--- src/rtl/prbs_burst_if.sv ---
// Command/status bundle between lab control logic and the PRBS burst controller.
// The master drives burst commands; the slave (controller) returns status and the bit stream.
interface prbs_burst_if #(
  parameter int LEN_W = 16
);
  logic             seed_load;
  logic [7:0]       seed;
  logic             start;
  logic [LEN_W-1:0] len;
  logic             abort;
  logic             busy;
  logic             done;
  logic             aborted;
  logic             prbs;
  logic             prbs_valid;
  logic [7:0]       q;
  logic             seed_err;

  modport master (
    output seed_load, seed, start, len, abort,
    input  busy, done, aborted, prbs, prbs_valid, q, seed_err
  );

  modport slave (
    input  seed_load, seed, start, len, abort,
    output busy, done, aborted, prbs, prbs_valid, q, seed_err
  );
endinterface

--- src/rtl/prbs_burst_ctrl.sv ---
// Burst controller around an 8-bit Fibonacci LFSR (x^8+x^6+x^5+x^4+1).
// Seeds and guards the LFSR, emits len qualified bits per burst, then pulses done.
module prbs_burst_ctrl #(
  parameter logic [7:0] SEED  = 8'hFF,
  parameter int         LEN_W = 16
) (
  input  logic        clk,
  input  logic        rst,
  prbs_burst_if.slave bus
);

  typedef enum logic [1:0] {IDLE, RUN, DONE} state_t;

  state_t           state, state_nxt;
  logic [7:0]       q, q_nxt;
  logic [LEN_W-1:0] cnt, cnt_nxt;
  logic             abt, abt_nxt;
  logic             err, err_nxt;
  logic             vld_p0;

  function automatic logic [7:0] lfsr_step(input logic [7:0] v);
    return {v[6:0], v[7] ^ v[5] ^ v[4] ^ v[3]};
  endfunction

  always_ff @(posedge clk or posedge rst) begin
    if (rst) begin
      state <= IDLE;
      q     <= SEED;
      cnt   <= '0;
      abt   <= 1'b0;
      err   <= 1'b0;
    end else begin
      state <= state_nxt;
      q     <= q_nxt;
      cnt   <= cnt_nxt;
      abt   <= abt_nxt;
      err   <= err_nxt;
    end
  end

  always_comb begin
    state_nxt = state;
    q_nxt     = q;
    cnt_nxt   = cnt;
    abt_nxt   = abt;
    err_nxt   = err;
    vld_p0    = 1'b0;
    case (state)
      IDLE: begin
        abt_nxt = 1'b0;
        // A zero seed would lock the LFSR up, so it is replaced and flagged.
        if (bus.seed_load) begin
          if (bus.seed == 8'h00) begin
            q_nxt   = SEED;
            err_nxt = 1'b1;
          end else begin
            q_nxt = bus.seed;
          end
        end
        if (bus.start) begin
          cnt_nxt   = bus.len;
          state_nxt = (bus.len == '0) ? DONE : RUN;
        end
      end
      RUN: begin
        // Abort wins over the last bit; the abort-cycle bit is withheld.
        if (bus.abort) begin
          abt_nxt   = 1'b1;
          state_nxt = DONE;
        end else begin
          vld_p0  = 1'b1;
          q_nxt   = lfsr_step(q);
          cnt_nxt = cnt - LEN_W'(1);
          if (cnt == LEN_W'(1)) state_nxt = DONE;
        end
      end
      DONE: state_nxt = IDLE;
      default: state_nxt = IDLE;
    endcase
  end

  assign bus.busy       = (state != IDLE);
  assign bus.done       = (state == DONE);
  assign bus.aborted    = (state == DONE) && abt;
  assign bus.prbs       = q[7];
  assign bus.prbs_valid = vld_p0;
  assign bus.q          = q;
  assign bus.seed_err   = err;

endmodule

--- src/flat_wrapper.sv ---
// flat-port wrapper written by rule: the top's interface ports become plain ports
module prbs_burst_ctrl_flat 
#(
  parameter logic [7:0] SEED  = 8'hFF,
  parameter int         LEN_W = 16
)
  (clk, rst, bus_seed_load, bus_seed, bus_start, bus_len, bus_abort, bus_busy, bus_done, bus_aborted, bus_prbs, bus_prbs_valid, bus_q, bus_seed_err);
  prbs_burst_if #(.LEN_W(LEN_W)) bus_i ();
  input  logic clk;
  input  logic rst;
  input wire logic [$bits(bus_i.seed_load)-1:0] bus_seed_load;
  input wire logic [$bits(bus_i.seed)-1:0] bus_seed;
  input wire logic [$bits(bus_i.start)-1:0] bus_start;
  input wire logic [$bits(bus_i.len)-1:0] bus_len;
  input wire logic [$bits(bus_i.abort)-1:0] bus_abort;
  output wire logic [$bits(bus_i.busy)-1:0] bus_busy;
  output wire logic [$bits(bus_i.done)-1:0] bus_done;
  output wire logic [$bits(bus_i.aborted)-1:0] bus_aborted;
  output wire logic [$bits(bus_i.prbs)-1:0] bus_prbs;
  output wire logic [$bits(bus_i.prbs_valid)-1:0] bus_prbs_valid;
  output wire logic [$bits(bus_i.q)-1:0] bus_q;
  output wire logic [$bits(bus_i.seed_err)-1:0] bus_seed_err;
  assign bus_i.seed_load = bus_seed_load;
  assign bus_i.seed = bus_seed;
  assign bus_i.start = bus_start;
  assign bus_i.len = bus_len;
  assign bus_i.abort = bus_abort;
  assign bus_busy = bus_i.busy;
  assign bus_done = bus_i.done;
  assign bus_aborted = bus_i.aborted;
  assign bus_prbs = bus_i.prbs;
  assign bus_prbs_valid = bus_i.prbs_valid;
  assign bus_q = bus_i.q;
  assign bus_seed_err = bus_i.seed_err;
  prbs_burst_ctrl #(.SEED(SEED), .LEN_W(LEN_W)) u_core (.clk(clk), .rst(rst), .bus(bus_i));
endmodule
--- config.mk ---
export PLATFORM = sky130hd
export DESIGN_NAME = prbs_burst_ctrl_flat
export DESIGN_NICKNAME = d
export VERILOG_FILES = /design/src/rtl/prbs_burst_if.sv /design/src/rtl/prbs_burst_ctrl.sv /design/src/flat_wrapper.sv
export SDC_FILE = /design/constraint.sdc
export NUM_CORES = 1
export LEC_CHECK = 0
export ABC_AREA = 1
export CAP_MARGIN = 0
export CORE_MARGIN = 3
export CORE_UTILIZATION = 34
export CTS_BUF_LIST = sky130_fd_sc_hd__clkbuf_2 sky130_fd_sc_hd__clkbuf_4 sky130_fd_sc_hd__clkbuf_8
export DETAILED_ROUTE_END_ITERATION = 8
export SLEW_MARGIN = 40
export SYNTH_ARGS = -nofsm -noshare
export SYNTH_HDL_FRONTEND = slang
export SYNTH_SLANG_ARGS = --single-unit
--- constraint.sdc ---
create_clock -name clk -period 4.3 [get_ports clk]
set_clock_uncertainty 0.05 [all_clocks]
set_input_delay 1.29 -clock clk [delete_from_list [all_inputs] [get_ports clk]]
set_output_delay 1.29 -clock clk [all_outputs]
set_load 0.02 [all_outputs]
-- Word-level counts from Yosys, hierarchy flattened
Index checks and enable logic that the tools add are counted.
- add/sub/neg operators: 1
- mux-type cells: 16
- equality and inequality tests: 8
- multiply operators: 0
- divide/modulo/power cells: 0
- order comparisons: 0
- reduce and logical (&&, ||, !) cells: 11
- bitwise gates (word level): 3
- shifts and indexed selects: 0
- operators with widths (kind ; count):
    16-bit 2-to-1 mux ; 2
    16-bit case mux with 2 select lines ; 1
    8-bit 2-to-1 mux ; 3
    16-bit by 1-bit == test with 1-bit output, second input constant ; 1
    16-bit logical NOT ; 1
    8-bit case mux with 2 select lines ; 1
    16-bit by 1-bit subtractor with 16-bit output, second input constant ; 1
    3-bit AND reduction ; 3
    8-bit logical NOT ; 1
    2-bit 2-to-1 mux ; 4
    2-bit inequality test, second input constant ; 4
    2-bit case mux with 2 select lines ; 1
    2-bit AND reduction ; 2
    2-bit nonzero test ; 2
    1-bit 2-to-1 mux ; 3
    3-bit by 2-bit inequality test with 1-bit output, second input constant ; 1
    1-bit XOR ; 3
    2-bit by 1-bit == test with 1-bit output, second input constant ; 1
    2-bit == test, second input constant ; 1
    2-bit logical NOT ; 1
    1-bit case mux with 2 select lines ; 1
    1-bit logical AND ; 1
- memories: 0
- RAM bits: 0
- output and inout port bits: 14
- bits of input ports: 29
- latch bits: 0
- flip-flop bits (word level): 28
- memory bits (read-only): 0

-- Longest topological paths before layout
Gate-level depths: netlist of the first run.
- depth in word-level cells: 5
- gate-level depth with buffers: 9

-- Least setup slack after synthesis of the first run
No wires, ideal clock.
- kind: input-to-output
- start point: input bus_abort
- end point: output bus_prbs_valid
- buffers on the path: 0
- setup slack: 1.377 ns
- stages: 1
- arrival: 1.583 ns
- cells stage by stage: nor2_1
- cells in the longest elaborated chain, start to end: 2
- ends and longest elaborated chain (element ; line ; RTL):
    start, declared ; flat_wrapper.sv:15 ; input wire logic [$bits(bus_i.abort)-1:0] bus_abort;
    1-bit 2-to-1 mux ; prbs_burst_ctrl.sv:67 ; if (bus.abort) begin
    1-bit 2-to-1 mux ; prbs_burst_ctrl.sv:48 ; case (state)
    end, declared ; flat_wrapper.sv:20 ; output wire logic [$bits(bus_i.prbs_valid)-1:0] bus_prbs_valid;
Every way passes these cells.

-- Worst setup path after layout of the first run
Same ends and word-level chain as after synthesis.

==> results of run 1 <==
[cell usage after synthesis, types with 2 or more instances]
master	n	area, sq um
a21oi_2	2	17.5
nand3_1	24	120
buf_2	3	15.0
inv_1	43	161
buf_4	4	30.0
o21ai_0	19	95.1
dfrtp_1	20	500
nand4_1	2	12.5
nand2_1	89	334
ha_1	2	25.0
nor2_1	55	206
o22ai_1	3	18.8
dfstp_2	8	210
nand2_2	2	12.5
buf_6	2	22.5
inv_2	3	11.3
a21oi_1	15	75.1
[cells by family (layout without fill, tap and decap cells)]
| kind of cell | after synthesis | count (layout) | share of synthesized area (%) |
|---|---|---|---|
| AOI/OAI and AO/OA | 43 | 43 | 12.0 |
| DFF | 28 | 28 | 36.1 |
| buffers and inverters | 55 | 94 | 12.2 |
| xor gates and xnor gates | 2 | 2 | 0.889 |
| and+or+nand+nor | 179 | 179 | 37.6 |
| adders and majority gates | 2 | 2 | 1.27 |
[path summary, 6_finish.rpt]
check                      slack (ps)       startpoint         endpoint  cells past startpoint
min                               440  u_core.bus.q[2]  u_core.bus.q[2]                      2
max in group asynchronous        2350              rst  u_core.bus.q[2]                      3
max reg2reg                      2240  u_core.state[0]   u_core.cnt[12]                      8
max                               540        bus_abort   bus_prbs_valid                      3
min reg2reg                       440  u_core.bus.q[2]  u_core.bus.q[2]                      2
min in group asynchronous        1260              rst       u_core.abt                      2
[layout make-up]
| type | instances | area [sq um] |
|---|---|---|
| multi-input cells | 226 | 1020 |
| clock inverters | 1 | 30.0 |
| well taps | 72 | 90.1 |
| repair buffers | 44 | 435 |
| inverters | 46 | 173 |
| flip-flops and latches | 28 | 711 |
| clock buffers | 3 | 41.3 |
| fillers | 607 | 3070 |
[stage by stage]
step / cell area (sq um) / util [%] / setup slack [ps] / instances
after global routing: 2500 / 44.8 / 509 / 420
after floorplan: 1970 / - / 1380 / 309
after detailed placement: 2430 / 43.6 / 544 / 416
after global placement: 2430 / 43.6 / 544 / 416
final: 2500 / 44.8 / 538 / 420
after CTS: 2500 / 44.8 / 532 / 420
[registers in the layout, indices dropped and copies added (netlist names)]
signal               flops
u_core.cnt              16
u_core.bus.q             8
u_core.state             2
u_core.abt               1
u_core.bus.seed_err      1
[power breakdown]
part | internal [mW] | switching [mW] | total [mW]
clock network | 0.125 | 0.0900 | 0.215
logic | 0.364 | 0.589 | 0.952
registers | 0.423 | 0.129 | 0.552
[per-layer routing]
layer,track usage [%],part of all wire (%),vias to the layer above
met5,0,0,-
met4,4.15,0.55,0
met3,2.60,4.9,4
met2,26.5,47,47
met1,20.9,48,904
li1,-,-,1033
[worst max-delay path, cell delays in order]
cell and delay (ps):
clkdlybuf4s50_1 410, nor2_1 110, clkdlybuf4s50_1 610
==> tab_implementation.tex, run 1 <==
\begin{tabular}{lr}
\hline
Metric & Value \\
\hline
\multicolumn{2}{l}{\textbf{Global route}} \\
Largest net degree at the start of global routing & 32 \\
Via count of the first global-routing pass & $\sim$1,900 \\
Wire length of the first global-routing pass & about 8300 microns \\
Remaining global-route overflow & 0 \\
Number of antenna violations at the first check in global routing & 0 \\
Total global routing track utilization & 15.7\% \\
\multicolumn{2}{l}{\textbf{Logic synthesis}} \\
Post-synthesis instance area & about 0.0020 sq mm \\
Count of state elements after synthesis & 28 \\
Synth Net Count & 340 \\
Yosys synthesis warning count & 0 \\
Post-Synthesis Mean Instance Area & between 6 and 7 sq um \\
Sequential element share of the synthesized area & a little over a third \\
Synth unique cells & 30 \\
Proportion of synthesized flip-flops having asynchronous set or reset & 100\% \\
Prevailing post-synth register cell & dfrtp\_1 \\
Number of enable flip-flop cells after synthesis & 0 \\
Synthesized netlist cell count & around 300 \\
\multicolumn{2}{l}{\textbf{Timing}} \\
Slew Limit Headroom & a little over half \\
Post-route fraction of the period consumed by the critical path & between 80\% and 90\% \\
Setup repair after global routing missed its margin & false \\
Upper clock frequency limit & 266 MHz \\
Final critical path time including I/O delays and setup & 3760 ps \\
Pin slew with the least headroom to its limit & between 700 and 800 ps \\
Total Negative Setup Slacks & 0 ps \\
Pins over their slew limit & 0 \\
Min Hold Slack & $\sim$440 ps \\
Count of final setup violators & 0 \\
Final number of hold-violating endpoints & 0 \\
\multicolumn{2}{l}{\textbf{Critical path}} \\
CP Data Arrival Time & 2420 ps \\
Type of the worst setup path & input port to output pin \\
Startpoint type of the worst setup path & input port \\
Element type at the critical path end & output pin \\
CP max FO & 2 \\
Required time of the worst setup path & approximately 3000 ps \\
\multicolumn{2}{l}{\textbf{Clock network}} \\
Htree depth & 1 \\
Number of clock buffers inserted by TritonCTS & 3 \\
Largest buffer count on any clock path & 2 \\
Resized cells post-CTS & 0 \\
Cell chosen for the clock root & clkbuf\_8 \\
Post-CTS Hold Buffers & 0 \\
Clock Sink Count & 28 \\
Post-CTS setup repair buffer count & 0 \\
Clock transition at the registers of the reported paths & around 100 ps \\
Clock insertion delay at the later pin of the skew report & roughly 280 ps \\
CTS tree & done \\
\multicolumn{2}{l}{\textbf{Routing}} \\
Via count & between 1,500 and 2,000 \\
Antenna-violating nets left & 0 \\
Pre-Repair DR Iteration Count & 4 \\
DR DRC count & 0 \\
DR vias/cell & between 4 and 5 \\
Detailed Route Iter0 Violations & $\sim$120 \\
Post-DR wirelength/cell & approximately 12 microns \\
Overall routed net length & 4930 microns \\
\multicolumn{2}{l}{\textbf{Pwr}} \\
Leak pwr & approximately 1.2 nW \\
Total power & $\sim$1.7 mW \\
Power density over cell area & slightly below 700 mW/mm\^{}2 \\
Worst vdd rail ir drop & 0.426 mV \\
\multicolumn{2}{l}{\textbf{Run status}} \\
Outcome & complete, no violations \\
\multicolumn{2}{l}{\textbf{Floorplanning}} \\
Die outline height & 82.1 microns \\
Initial core utilization & around 35\% \\
Area enclosed by the die boundary & about 0.0067 sq mm \\
FP Rows & 27 \\
I/O pin cnt & 43 \\
Chip width & between 80 and 90 microns \\
Core box area & around 0.0056 sq mm \\
\multicolumn{2}{l}{\textbf{Placement}} \\
RePlAce Congestion & 0.811 \\
Number of buffer cells added on primary ports & 42 \\
Dpl hpwl & 3670 microns \\
\multicolumn{2}{l}{\textbf{Layout}} \\
Antenna Cells & 0 \\
Most common cell after layout, fill and taps aside & nand2\_1 \\
Layout area overhead & 26.9\% \\
Layout cell share with drive strength beyond 1 & 7.47\% \\
Most frequent cells in the layout & 89 x nand2\_1, 55 x nor2\_1, 42 x inv\_1, 42 x clkdlybuf4s50\_1, 24 x nand3\_1 \\
Final layout net count & 380 \\
\multicolumn{2}{l}{\textbf{Job}} \\
Total of max-cap violations & 0 \\
\multicolumn{2}{l}{\textbf{Worst hold path}} \\
Worst hold path class & flop to flop \\
\hline
\end{tabular}
Note: power is estimated with default switching activity, not from simulation.
==> run 2: changes to the inputs <==
- SKIP_CTS_REPAIR_TIMING: not set -> 1
==> results of run 2 <==
Same layout as run 1: the final DEF is identical, and so are final timing and power.
==> run 3: changes to the inputs <==
- clock period: 4.3 -> 3.84 ns (I/O delays scaled with it)
==> tab_implementation.tex, run 3 (synthesis results as in run 1) <==
\begin{tabular}{lr}
\hline
Metric & Value \\
\hline
\multicolumn{2}{l}{\textbf{Critical path}} \\
Type of the worst setup path & input port to output pin \\
Cell with the most instances on the worst path & clkdlybuf4s50\_1 \\
R2R Setup Slk & roughly 1800 ps \\
Startpoint type of the worst setup path & input port \\
Required time of the worst setup path & 2640 ps \\
Cell breakdown of the critical path & clkdlybuf4s50\_1 > nor2\_1 > clkdlybuf4s50\_1 \\
CP max FO & 2 \\
Element type at the critical path end & output pin \\
Max stage delay cell, worst path & clkdlybuf4s50\_1 \\
CP Data Arrival Time & 2290 ps \\
Largest stage delay on the critical path & between 600 and 700 ps \\
\multicolumn{2}{l}{\textbf{Timing}} \\
Min Hold Slack & about 440 ps \\
Final critical path time including I/O delays and setup & about 3500 ps \\
Final worst slack & between 300 and 400 ps \\
Final number of hold-violating endpoints & 0 \\
Count of final setup violators & 0 \\
Upper clock frequency limit & about 290 MHz \\
Pin slew with the least headroom to its limit & about 700 ps \\
Pins over their slew limit & 0 \\
Slew Limit Headroom & 53.2\% \\
Total Negative Setup Slacks & 0 ps \\
Post-route fraction of the period consumed by the critical path & between 90\% and 100\% \\
Setup repair after global routing missed its margin & false \\
\multicolumn{2}{l}{\textbf{Layout}} \\
Number of flip-flops under the largest register name & 16 \\
Fill cell total of the finished layout & between 600 and 700 \\
Layout cell share with drive strength beyond 1 & under 10\% \\
Antenna Cells & 0 \\
Most frequent cells in the layout & 89 x nand2\_1, 55 x nor2\_1, 42 x inv\_1, 42 x clkdlybuf4s50\_1, 24 x nand3\_1 \\
Cell area after layout & 0.00248 sq mm \\
Most common cell after layout, fill and taps aside & nand2\_1 \\
Reg area & about 710 sq um \\
Final instance count without filler cells & 420 \\
Multi-input gate area & approximately 0.0010 sq mm \\
Layout area overhead & 26.0\% \\
Register with the highest flop count & u\_core.cnt \\
Leading registers by flop count & u\_core.cnt: 16 flops, u\_core.bus.q: 8 flops, u\_core.state: 2 flops \\
Final layout net count & 380 \\
\multicolumn{2}{l}{\textbf{Routing}} \\
Sum of met2 wire segment lengths after detailed routing & about 2200 microns \\
Pre-Repair DR Iteration Count & 4 \\
Antenna-violating nets left & 0 \\
Met1 Routed Length & 2360 microns \\
DR vias/cell & around 4.6 \\
Via count & $\sim$2,000 \\
Detailed Route Iter0 Violations & 104 \\
DR DRC count & 0 \\
Metal3 WL & approximately 220 microns \\
Top sig layer & met4 \\
Post-DR wirelength/cell & $\sim$12 microns \\
Overall routed net length & 4860 microns \\
\multicolumn{2}{l}{\textbf{Floorplanning}} \\
Area enclosed by the die boundary & 0.00675 sq mm \\
Initial core utilization & 35.4\% \\
Chip width & 82.1 microns \\
Core box area & approximately 0.0056 sq mm \\
I/O pin cnt & 43 \\
Die outline height & about 80 microns \\
FP Rows & 27 \\
\multicolumn{2}{l}{\textbf{Pwr}} \\
Leak pwr & between 1 and 1.5 nW \\
Power density over cell area & about 750 mW/mm\^{}2 \\
Worst vdd rail ir drop & between 0.5 and 0.6 mV \\
\multicolumn{2}{l}{\textbf{Job}} \\
Total of max-cap violations & 0 \\
\multicolumn{2}{l}{\textbf{Clock network}} \\
Clock insertion delay at the later pin of the skew report & approximately 290 ps \\
Number of clock buffers inserted by TritonCTS & 3 \\
Clock transition at the registers of the reported paths & around 100 ps \\
CTS tree & done \\
Cell chosen for the clock root & clkbuf\_8 \\
Largest buffer count on any clock path & 2 \\
Clock Sink Count & 28 \\
Htree depth & 1 \\
\multicolumn{2}{l}{\textbf{Global route}} \\
Via count of the first global-routing pass & $\sim$1,900 \\
Largest net degree at the start of global routing & 32 \\
Total global routing track utilization & between 15 and 20\% \\
Wire length of the first global-routing pass & 8310 microns \\
Remaining global-route overflow & 0 \\
Number of antenna violations at the first check in global routing & 0 \\
\multicolumn{2}{l}{\textbf{Placement}} \\
Number of buffer cells added on primary ports & 42 \\
Placed cell count & about 420 \\
Post-place instance area & around 0.0024 sq mm \\
Dpl hpwl & 3630 microns \\
Pre-CTS worst setup slack & around 340 ps \\
RePlAce Congestion & just under 0.8 \\
\multicolumn{2}{l}{\textbf{Worst hold path}} \\
Worst hold path class & flop to flop \\
\multicolumn{2}{l}{\textbf{Run status}} \\
Outcome & complete, no violations \\
\hline
\end{tabular}
## run 3: cell count changes in the layout (fill, tap and decap cells not counted)
cell,delta
clkbuf_8,+1
bufinv_16,-1
## run 3: per-stage QoR
| stage | total power, mW | util, % |
|---|---|---|
| 2_1_floorplan | 1.40 | - |
| 3_3_place_gp | 1.68 | 43.6 |
| 3_5_place_dp | 1.69 | 43.6 |
| 4_1_cts | 1.89 | 44.6 |
| 5_1_grt | 2.07 | 44.6 |
| 6_report | 1.87 | 44.6 |
## run 3: per-layer routing
metal	track usage [%]	up-vias
li1	-	1035
met1	21.2	862
met2	26.2	46
met3	2.06	5
met4	4.49	0
met5	0	-
## run 3: worst paths after layout
path                                      start         endpoint  cells past startpoint
worst max-delay path                  bus_abort   bus_prbs_valid                      3
max in group asynchronous                   rst  u_core.bus.q[2]                      3
worst max register to register  u_core.state[0]   u_core.cnt[12]                      8
min in group asynchronous                   rst       u_core.abt                      2
worst min register to register  u_core.bus.q[2]  u_core.bus.q[2]                      2
worst min-delay path            u_core.bus.q[2]  u_core.bus.q[2]                      2
## run 3: where the power goes
part / switching, mW / leakage [nW] / internal [mW]
clock network: 0.101 / 0.0288 / 0.0922
logic: 0.652 / 0.830 / 0.407
registers: 0.147 / 0.324 / 0.474
## run 3: area by class of cell
type                    instances  share of cell area [%]
multi-input cells             226                    41.1
flip-flops and latches         28                    28.6
repair buffers                 44                    17.5
inverters                      46                    6.95
well taps                      72                    3.63
clock buffers                   4                    2.22
## run 3: worst max-delay path: cells and delay by family
kind / cells / cell delay, ps
buffers and inverters: 2 / 1030
AND/OR/NAND/NOR: 1 / 110
==> edit 1: new RTL, config.mk and constraints of run 1 <==
`LEN_W` is set to 16 in 3 places; all go to 32.
--- a/src/rtl/prbs_burst_if.sv
+++ b/src/rtl/prbs_burst_if.sv
@@ -2,5 +2,5 @@
 // The master drives burst commands; the slave (controller) returns status and the bit stream.
 interface prbs_burst_if #(
-  parameter int LEN_W = 16
+  parameter int LEN_W = 32
 );
   logic             seed_load;
--- a/src/rtl/prbs_burst_ctrl.sv
+++ b/src/rtl/prbs_burst_ctrl.sv
@@ -3,5 +3,5 @@
 module prbs_burst_ctrl #(
   parameter logic [7:0] SEED  = 8'hFF,
-  parameter int         LEN_W = 16
+  parameter int         LEN_W = 32
 ) (
   input  logic        clk,
--- a/src/flat_wrapper.sv
+++ b/src/flat_wrapper.sv
@@ -3,5 +3,5 @@
 #(
   parameter logic [7:0] SEED  = 8'hFF,
-  parameter int         LEN_W = 16
+  parameter int         LEN_W = 32
 )
   (clk, rst, bus_seed_load, bus_seed, bus_start, bus_len, bus_abort, bus_busy, bus_done, bus_aborted, bus_prbs, bus_prbs_valid, bus_q, bus_seed_err);
Ports: changed (resized bus_len); port bits go from 43 to 59. The function was not compared with the original's and may differ.
==> edit 1 against run 1 <==
Sequential cell count up 16. Synthesized cell count up 71%. Combinational power up 46%. Final area up 60%. Routed wire length up 90%. Total power up 47%. Register-to-register slack worse by 0.47 ns. Global-route usage up 1.9 points. Worst setup slack worse by 0.16 ns. Final cell count up 69%. Synthesized area up 64%. Sequential share of layout area down 0.70 points. Hold slack better by 0.0070 ns. Critical endpoint unchanged. Largest power group unchanged.
==> edit 1: results (changes against run 1) <==
* Status: complete, no violations
* Synth cell count leaders: 160 x nand2_1, 91 x nor2_1, 67 x inv_1
* Largest net degree at the start of global routing at 56 (+75%)
* Critical Path AT at 2.58 ns (+0.16 ns)
* Cell family with most CP delay: buffers and inverters
* Post-synth top flop: dfrtp_1
* Worst hold path class: reg -> reg
* Critical path's largest stage delay at 0.62 ns
* CP max-delay cell: clkdlybuf4s50_1
* Worst reg-to-reg path cell count at 8 (unchanged)
* Resized cells post-CTS at 0 (unchanged)
* Post-DP Area at 0.00392 mm2 (+61%)
* Worst flop-to-flop path startpoint: u_core.state[0]
* Drt pass-1 iters at 4 (unchanged)
* H-tree depth at 2 (+1)
* Final HPWL DP at 7050 um (+92%)
* Worst R2R Setup Slack at 1.77 ns (-0.47 ns)
* Global-route wire length before repair at 15700 um (+88%)
* R2r endpoint: u_core.cnt[21]
* Worst Path Max Fanout at 3 (+1)
* Seq/Total Area, Yosys at 34.4% (-1.7 points)
* Vias in the first global route at 3303 (+76%)
* Hold Path Cell Cnt at 1 (-1)
* Clock slew at reported path FFs at 0.10 ns (about the same)
* Count of final setup violators at 0 (unchanged)
* Port bufs at 58 (+38%)
* Syn nets at 575 (+69%)
* Netlist cell types at 32 (+6.7%)
* Async set or reset register ratio after synthesis at 100% (unchanged)
* Layout cell share with drive strength beyond 1 at 5.67% (-1.8 points)
* Antenna cells at 0 (unchanged)
* VDD IR max at 486 uV (+14%)
* Skew-Pair Late Insertion Delay at 0.31 ns (+0.03 ns)
* Slew of the pin with the lowest slew margin at 0.699 ns (-0.00933 ns)
* Initial antenna violation count at 0 (unchanged)
* Worst slack, placed at 0.375 ns (-0.168 ns)
* Clock Path Buffers at 2 (unchanged)
* Cells after synthesis at 528 (+71%)
* Yosys warning count at 0 (unchanged)
* Hold Path Origin: u_core.bus.seed_err
* Via count at 3371 (+70%)
* Synth area leaders: dfrtp_1 28%, nand2_1 19%, nor2_1 11%, inv_1 7.8%, dfstp_2 6.5%
* Post-CTS Repair Setup Buffers at 0 (unchanged)
* Initial DRC Count at 154 (+34%)
* Post-layout nets at 628 (+65%)
* Top flop regs: u_core.cnt (32), u_core.bus.q (8), u_core.state (2)
* Total track usage at 17.6% (+1.9 points)
* Leak at 1.79 nW (+50%)
* CTS buffer count at 5 (+2)
* WL/cell at 13.2 um (+13%)
* Hold endpoint: u_core.bus.seed_err
* Root buf cell: clkbuf_8
* Gpl congestion at 0.816 (+0.62%)
==> edit 1: cell types whose count changed in the layout (fill, tap and decap cells not counted), sizes merged, moves of 17 or more <==
cell,before,now
inv,46,69
o21ai,19,47
nor2,57,95
nand3,24,41
nand2,92,161
==> edit 1: worst max-delay path by stage <==
stage	end	from	slack [ns]
final	bus_prbs_valid	bus_abort	0.38
after CTS	bus_prbs_valid	bus_abort	0.37
after global placement	bus_prbs_valid	bus_abort	0.37
after floorplan	bus_prbs_valid	bus_abort	1.48
after detailed placement	bus_prbs_valid	bus_abort	0.38
after global routing	bus_prbs_valid	bus_abort	0.32
==> edit 1: power by group <==
part	leakage [nW]	total, mW	switching [mW]	internal (mW)
clock network	0.0479	0.273	0.159	0.114
logic	1.23	1.39	0.884	0.509
registers	0.512	0.870	0.220	0.650
total	1.79	2.54	1.26	1.27
==> edit 1: kinds of logic (layout without fill, tap and decap cells) <==
family / after synthesis / count (layout) / synth area share (%)
xor+xnor: 4 / 4 / 1.08
flops: 44 / 44 / 34.4
buf+inv: 86 / 140 / 10.6
simple gates: 311 / 311 / 39.6
compound gates: 81 / 81 / 13.6
fa+ha+maj: 2 / 2 / 0.774
==> edit 1: metrics by stage <==
stage / hold WS [ns] / instances / utilization (%)
finish: 0.447 / 708 / 44.6
CTS: 0.451 / 708 / 44.6
global placement: 0.400 / 700 / 43.7
detailed placement: 0.423 / 700 / 43.7
floorplan: 0.414 / 528 / -
global route: 0.481 / 708 / 44.6
==> edit 1: layer usage <==
metal	global-route usage (%)	wire length, um	vias to the layer above
met5	0	0	-
met4	3.89	84	0
met3	2.86	421	5
met2	30.1	4330	75
met1	23.4	4530	1518
li1	-	-	1773
==> edit 1: cell type report <==
| cell class | count | area (um2) |
|---|---|---|
| flip-flops and latches | 44 | 1110 |
| well taps | 126 | 158 |
| clock buffers | 5 | 68.8 |
| multi-input cells | 398 | 1780 |
| fillers | 959 | 4970 |
| clock inverters | 3 | 18.8 |
| inverters | 71 | 268 |
| repair buffers | 61 | 603 |
==> edit 2: new RTL, flow settings as in run 1 <==
Without the edit above. Re-encode `state_t` (3 states) as one-hot, 3 bits wide.
--- a/src/rtl/prbs_burst_ctrl.sv
+++ b/src/rtl/prbs_burst_ctrl.sv
@@ -10,5 +10,5 @@
 );
 
-  typedef enum logic [1:0] {IDLE, RUN, DONE} state_t;
+  typedef enum logic [2:0] {IDLE = 3'b001, RUN = 3'b010, DONE = 3'b100} state_t;
 
   state_t           state, state_nxt;
Check against the original RTL: no difference found for any inputs over 10 cycles, from zero or initial values and one cycle with rst high; not proved beyond that.
==> edit 2 against run 1 <==
Synthesized area grew 9.5%. Global-route usage grew 0.072 points. Total power grew 12%. Die area grew 8.8%. Final area grew 9.0%. Routed wire length grew 8.5%. Worst setup slack lost 0.13 ns. Register-to-register slack lost 0.14 ns. Sequential cell count grew 1. Count of clock-buffer cells in the layout grew 4. Utilization grew 0.38 points. Maximum frequency shrank 3.4%.
==> edit 2: results (changes against run 1) <==
* VDD IR max at 326 uV (-24%)
* CTS buffer count at 5 (+2)
* Synth area leaders: dfrtp_1 23%, nand2_1 21%, dfstp_2 11%, inv_1 9.0%, nor2_1 7.3%
* Drt pass-1 iters at 4 (unchanged)
* Vias in the first global route at 2009 (+7.3%)
* Via count at 2108 (+6.0%)
* Routed WL at 5350 um (+8.5%)
* Pwr dens at 707 mW/mm2 (+2.9%)
* Clock slew at reported path FFs at 0.06 ns (-0.04 ns)
* Initial DRC Count at 88 (-23%)
* Yosys warning count at 0 (unchanged)
* Netlist cell types at 32 (+6.7%)
* Synth cell count leaders: 123 x nand2_1, 52 x inv_1, 42 x nor2_1
* Rel. slew slack at 71.5% (+19 points)
* Layout cell share with drive strength beyond 1 at 11.2% (+3.7 points)
* Fill count at 648 (+6.8%)
* Global-route wire length before repair at 9400 um (+13%)
* Top flop regs: u_core.cnt (16), u_core.bus.q (8), u_core.state (3)
* Gpl congestion at 0.874 (+7.8%)
* Syn nets at 372 (+9.4%)
* Worst Path Max Fanout at 2 (unchanged)
* Skew-Pair Late Insertion Delay at 0.28 ns (about the same)
* Antenna viol nets, final at 0 (unchanged)
* Status: complete, no violations
* Leak at 1.40 nW (+18%)
* Async set or reset register ratio after synthesis at 100% (unchanged)
* Initial antenna violation count at 0 (unchanged)
* Seq/Total Area, Yosys at 34.1% (-1.9 points)
* Post-synth top flop: dfrtp_1
* Sequential share of power at 29.9% (-2.2 points)
* CP max-delay cell: clkdlybuf4s50_1
* Port bufs at 42 (unchanged)
* Clock Path Buffers at 2 (unchanged)
* Total track usage at 15.8% (+0.072 points)
* H-tree depth at 2 (+1)
* Worst R2R Setup Slack at 2.10 ns (-0.14 ns)
* Worst hold path class: reg -> reg
* Final setup TNS at 0 ns (unchanged)
* Resized cells post-CTS at 0 (unchanged)
* P_clk at 0.255 mW (+19%)
* Cell family with most CP delay: buffers and inverters
* Root buf cell: clkbuf_8
* Post-CTS Repair Setup Buffers at 0 (unchanged)
* Antenna cells at 0 (unchanged)
* Post-layout nets at 414 (+8.9%)
* Critical path's largest stage delay at 0.64 ns (+0.03 ns)
* Final HPWL DP at 3900 um (+6.3%)
* Largest net degree at the start of global routing at 38 (+19%)
* Sw Pwr at 0.929 mW (+15%)
-- edit 2: cell families after synthesis --
kind of cell             Yosys count  share of synthesized area, %
adder cells (fa/ha/maj)            2                          1.16
buffers and inverters             64                          12.3
AO/OA/AOI/OAI                     20                          5.33
XOR/XNOR                           3                          1.22
flip-flops                        29                          34.1
AND/OR/NAND/NOR                  223                          45.8
-- edit 2: per-stage QoR --
stage | instance area, um2 | hold WS, ns | util [%] | setup slack (ns) | std cells
after global routing | 2730 | 0.441 | 45.2 | 0.350 | 459
after floorplan | 2160 | 0.420 | - | 1.35 | 341
after detailed placement | 2620 | 0.415 | 43.5 | 0.425 | 451
final | 2730 | 0.423 | 45.2 | 0.407 | 459
after CTS | 2730 | 0.426 | 45.2 | 0.415 | 459
after global placement | 2620 | 0.409 | 43.5 | 0.466 | 451
-- edit 2: layout make-up --
cell class | instances | area share [%]
clock buffers | 7 | 3.54
clock inverters | 1 | 0.184
inverters | 56 | 7.71
multi-input cells | 248 | 42.4
flip-flops and latches | 29 | 27.0
well taps | 75 | 3.44
repair buffers | 43 | 15.7
-- edit 2: metal layers --
metal  vias to the layer above  global-route usage, %  wire length (um)
met4                         0                   4.03                63
met3                         6                   3.75               302
li1                       1114                      -                 -
met1                       943                   20.7              2520
met2                        45                   26.2              2460
met5                         -                      0                 0
-- edit 2: path summary, 6_finish.rpt --
check | startpoint | end | depth (start not counted)
worst max-delay path | bus_abort | bus_prbs_valid | 3
worst min-delay path | u_core.bus.q[1] | u_core.bus.q[1] | 2
worst max register to register | u_core.state[0] | u_core.cnt[11] | 9
worst min register to register | u_core.bus.q[1] | u_core.bus.q[1] | 2
max in group asynchronous | rst | u_core.bus.q[1] | 3
min in group asynchronous | rst | u_core.cnt[11] | 3
